==> src/rtl/pc_npc_sequencer.sv <==
`default_nettype none
// ============================================================================
//  Module      : pc_npc_sequencer
//  Description : PC/nPC sequencer with delayed-branch annul handling and
//                single-cycle trap entry. Three-state control: INIT, RUN, TRAP.
//  Revision    : 1.0  initial release
// ============================================================================
module pc_npc_sequencer #(
  parameter int unsigned      WIDTH    = 32,
  parameter logic [WIDTH-1:0] INC      = WIDTH'(4),
  parameter logic [WIDTH-1:0] RESET_PC = '0,
  parameter logic [WIDTH-1:0] TRAP_VEC = WIDTH'('h80)
) (
  input  logic             clk,
  input  logic             clr,
  input  logic             le,
  input  logic [1:0]       sel,
  input  logic [WIDTH-1:0] ta,
  input  logic [WIDTH-1:0] alu_out,
  input  logic             annul,
  input  logic             trap_req,
  output logic [WIDTH-1:0] pc,
  output logic [WIDTH-1:0] npc,
  output logic             squash,
  output logic             fetch_valid,
  output logic [WIDTH-1:0] saved_pc,
  output logic [WIDTH-1:0] saved_npc,
  output logic             trap_ack
);

  typedef enum logic [1:0] {
    S_INIT = 2'd0,
    S_RUN  = 2'd1,
    S_TRAP = 2'd2
  } state_t;

  state_t           state;
  logic [WIDTH-1:0] seq_addr;     // npc + INC, wraps modulo 2^WIDTH
  logic [WIDTH-1:0] target;       // selected control-transfer target
  logic [WIDTH-1:0] target_inc;   // target + INC for annulled taken transfers

  // Address arithmetic shared by all RUN-state update paths
  always_comb begin
    seq_addr   = npc + INC;
    target     = (sel == 2'b01) ? ta : alu_out;
    target_inc = target + INC;
  end

  // Control FSM with all outputs registered; reset is asynchronous on clr low
  always_ff @(posedge clk or negedge clr) begin
    if (!clr) begin
      state       <= S_INIT;
      pc          <= RESET_PC;
      npc         <= RESET_PC + INC;
      squash      <= 1'b0;
      fetch_valid <= 1'b0;
      trap_ack    <= 1'b0;
      saved_pc    <= '0;
      saved_npc   <= '0;
    end else begin
      case (state)
        S_INIT: begin
          // One idle cycle after reset; inputs are not observed here
          state       <= S_RUN;
          fetch_valid <= 1'b1;
        end
        S_TRAP: begin
          // Trap vector already loaded; a held trap_req re-traps from RUN
          state    <= S_RUN;
          trap_ack <= 1'b0;
        end
        S_RUN: begin
          trap_ack <= 1'b0;
          if (trap_req) begin
            saved_pc  <= pc;
            saved_npc <= npc;
            pc        <= TRAP_VEC;
            npc       <= TRAP_VEC + INC;
            squash    <= 1'b0;
            trap_ack  <= 1'b1;
            state     <= S_TRAP;
          end else if (le) begin
            case (sel)
              2'b00: begin
                // Sequential; an annulled untaken branch squashes the delay slot
                pc     <= npc;
                npc    <= seq_addr;
                squash <= annul;
              end
              2'b01, 2'b10: begin
                if (annul) begin
                  // Taken and annulled: skip the delay slot entirely
                  pc  <= target;
                  npc <= target_inc;
                end else begin
                  pc  <= npc;
                  npc <= target;
                end
                squash <= 1'b0;
              end
              default: begin
                // Hold: pc/npc unchanged, annul ignored
                squash <= 1'b0;
              end
            endcase
          end
        end
        default: begin
          state <= S_INIT;
        end
      endcase
    end
  end

endmodule
`default_nettype wire

==> config.mk <==
export PLATFORM = sky130hd
export DESIGN_NAME = pc_npc_sequencer
export DESIGN_NICKNAME = d
export VERILOG_FILES = /design/src/rtl/pc_npc_sequencer.sv
export SDC_FILE = /design/constraint.sdc
export NUM_CORES = 1
export LEC_CHECK = 0
export CORE_UTILIZATION = 50
export DETAILED_ROUTE_END_ITERATION = 8
export PLACE_DENSITY = 0.94
export SKIP_LAST_GASP = 1
export SYNTH_ARGS = -nofsm -noshare
export SYNTH_HDL_FRONTEND = slang
export SYNTH_SLANG_ARGS = --single-unit
==> constraint.sdc <==
create_clock -name clk -period 4.7 [get_ports clk]
set_input_delay 0.94 -clock clk [delete_from_list [all_inputs] [get_ports clk]]
set_output_delay 0.94 -clock clk [all_outputs]
set_load 0.01 [all_outputs]
==> metrics.md <==
| Metric | Value |
|---|---|
| Status | finished, final reports clean |
| RSZ-0062 raised after global routing | no |
| CTS Sinks | 133 |
| CP startpoint kind | primary input |
| Crit end category | flop |
| Synthesis-to-finish area growth | 37.43% |
| Ratio of cells with drive above 1 in the final layout | 0.1445 |
| Slew margin rel. | 0.5118 |
| Fin Clk Skew | 10.27 ps |
| Top cell type by total area after synthesis | dfrtp_1 |
| Final worst path period share | 0.7491 |
| # hold bufs at CTS | 0 |
| CP required | 5010 ps |
| Initial antenna violation count | 0 |
| Gr usage total | 0.3077 |
| Area of the die | 15,100 um^2 |
| CP Max Fanout | 7 |
| F_max | 0.2840 GHz |
| Worst skew pair latency | 430 ps |
| Overflow after GRT | 0 |
| Share of the synthesized area in the top cell type | 0.4520 |
| Post-synth EDFFs | 0 |
| Post-CTS Setup Bufs | 0 |
| Tmin final | 3521 ps |
| DP HPWL | 15.61 mm |
| Num CTS Buffers | 17 |
| Kind of critical path | in -> reg |
| Avg Cell Area, Syn | 9.863 um^2 |
| CP Data Arrival Time | 3830 ps |
| Worst path cell trace | clkdlybuf4s50_1 -> ha_2 -> mux2i_1 -> inv_1 -> ha_1 -> nand4_1 -> a22oi_1 -> nand2_2 -> nor3_1 -> xnor2_1 -> a221o_1 |
| Port-buffer cells | 201 |
| Synthesized area | 7308 um^2 |
| Die X | 122.9 um |
| Maximum VDD drop | 0.0003742 V |
| Total number of vias | 6,848 |
| Syn_nets | 819 |
| DRC viols | 0 |
| Final net count | 999 |
| Clock Pin Slew Worst Setup and Hold Paths | 60 ps |
| Avg WL per Cell | 19.94 um |
| Hold Violations, Final | 0 |
| Synth warn | 0 |
| First-pass GRT wire length | 35.16 mm |
| Root buf cell | clkbuf_16 |
| Slowest stage delay, CP | 490 ps |
| Fin util | 0.7125 |
| CTS tree | done |
| Setup TNS | 0 ps |
| ANT cells | 0 |
| Syn Inst Count | 741 |
| Setup violators final | 0 |
| Post-DR vias/cell | 6.147 |
| Yosys reg bits | 133 |
| P_leak | 0.004151 uW |
| Placeable Area | 14,100 um^2 |
| Post-synth top cells | dfrtp_1 (132), nand2_1 (80), mux2_2 (63) |
| IO Count | 202 |
| Worst-case clock buffer depth | 2 |
| DRT antenna net count | 0 |
| Placer Congestion | 0.9174 |
| Post-CTS Resized | 0 |
| Pre-Repair DR Iteration Count | 5 |
| Starting Density | 0.5185 |
| Worst-Margin Slew | 730.2 ps |
| Htree depth | 4 |
| Synth Flop Type | dfrtp_1 |
| Top-count cell post-synth | dfrtp_1 |
| Sequential share of the synthesized area | 0.4556 |
| Die Y | 122.9 um |
| Vias in the first global route | 6,726 |
| Largest net degree at the start of global routing | 71 |
| Routed WL | 22.21 mm |
| Hold Path Class | reg -> reg |
| Area contributors post-synth | dfrtp_1 (45%), mux2_2 (9.7%), mux2i_1 (4.2%), o21ai_0 (4.2%), nand2_1 (4.1%) |
| Slowest cell on crit path | clkdlybuf4s50_1 |
| Pins Over Slew Limit | 0 |
| Yosys cell types | 66 |
| Asr flop ratio synth | 1.000 |
| Iter 0 DRT Violations | 594 |
| MaxCap Viol Count | 0 |
| Cell row count | 43 |
| Cell Pwr Density | 598.6 nW/um^2 |
-- placed cells by master, fill, tap and decap left out, types with 4 or more instances in the layout --
cell	count
a21oi_1	53
a221o_1	5
a31oi_1	14
and3_1	7
and4_1	5
buf_4	12
clkbuf_16	17
clkdlybuf4s50_1	200
dfrtp_1	132
ha_1	6
inv_1	13
inv_6	4
mux2_2	63
mux2i_1	31
nand2_1	78
nand3_1	18
nand4_1	15
nand4b_1	4
nor2_1	47
nor2b_1	4
nor3_1	16
nor4_1	4
o21a_1	4
o21ai_0	61
o221ai_1	8
o22a_1	7
o22ai_1	5
or2_2	6
or3_1	6
xnor2_1	19
xor2_1	9
-- worst max-delay path, delay by kind of cell --
kind                     cells  cell delay [ps]
AO/OA/AOI/OAI                2              800
XOR/XNOR                     1              130
adder cells (fa/ha/maj)      2              530
buffers and inverters        2              580
multiplexers                 1              170
AND/OR/NAND/NOR              3              670
-- where the power goes --
| group | switching (uW) | internal (uW) | leakage, uW |
|---|---|---|---|
| clock | 535 | 818 | 0.000284 |
| combinational | 1110 | 1400 | 0.00213 |
| sequential | 520 | 1630 | 0.00174 |
| total | 2160 | 3850 | 0.00415 |
-- area by class of cell --
class | count | area, um^2
fillers | 1012 | 4053
multi-input cells | 542 | 3716
flip-flops and latches | 133 | 3329
repair buffers | 214 | 2123
clock buffers | 20 | 456.7
well taps | 180 | 225.2
clock inverters | 12 | 143.9
inverters | 13 | 48.80
-- routing by layer --
| metal | up-vias | wire, um | global-route usage |
|---|---|---|---|
| li1 | 3063 | - | - |
| met2 | 397 | 10360 | 0.4709 |
| met1 | 3303 | 8961 | 0.3983 |
| met4 | 0 | 874 | 0.1608 |
| met5 | - | 0 | 0 |
| met3 | 85 | 2013 | 0.08487 |
-- through the flow --
step	cells	power [uW]	hold slack (ps)	cell area [um^2]	setup WS (ps)
after floorplan	741	3240	476.2	7308	1076
after global placement	1082	4547	453.9	9443	1018
after detailed placement	1082	4636	484.8	9443	887.7
after CTS	1114	6009	498.8	10040	1265
after global routing	1114	6335	512.5	10040	1096
final	1114	6012	492.9	10040	1179
-- cell families (layout without fill, tap and decap cells) --
kind of cell | after synthesis | count (layout) | share of synthesized area
multiplexers | 94 | 94 | 0.1395
AND/OR/NAND/NOR | 228 | 228 | 0.1611
adder cells (fa/ha/maj) | 7 | 7 | 0.01198
XOR/XNOR | 28 | 28 | 0.03356
buffers and inverters | 66 | 259 | 0.03920
AO/OA/AOI/OAI | 185 | 185 | 0.1590
flip-flops | 133 | 133 | 0.4556
-- state kept, by name, indices dropped and copies added (netlist names) --
register / count
state: 2
trap_ack: 1
npc: 32
pc: 32
saved_npc: 32
squash: 1
fetch_valid: 1
saved_pc: 32
-- path summary, 6_finish.rpt --
path                                    from           end  slack [ps]  cells after the start
worst max-delay path                  sel[0]       npc[22]        1180                     11
worst min register to register  saved_npc[0]  saved_npc[0]         490                      2
max in group asynchronous                clr        npc[2]        3280                      2
min in group asynchronous                clr  saved_pc[22]         530                      1
worst max register to register      state[1]       npc[29]        1800                      7
worst min-delay path            saved_npc[0]  saved_npc[0]         490                      2
(Power assumes the default switching activity.)
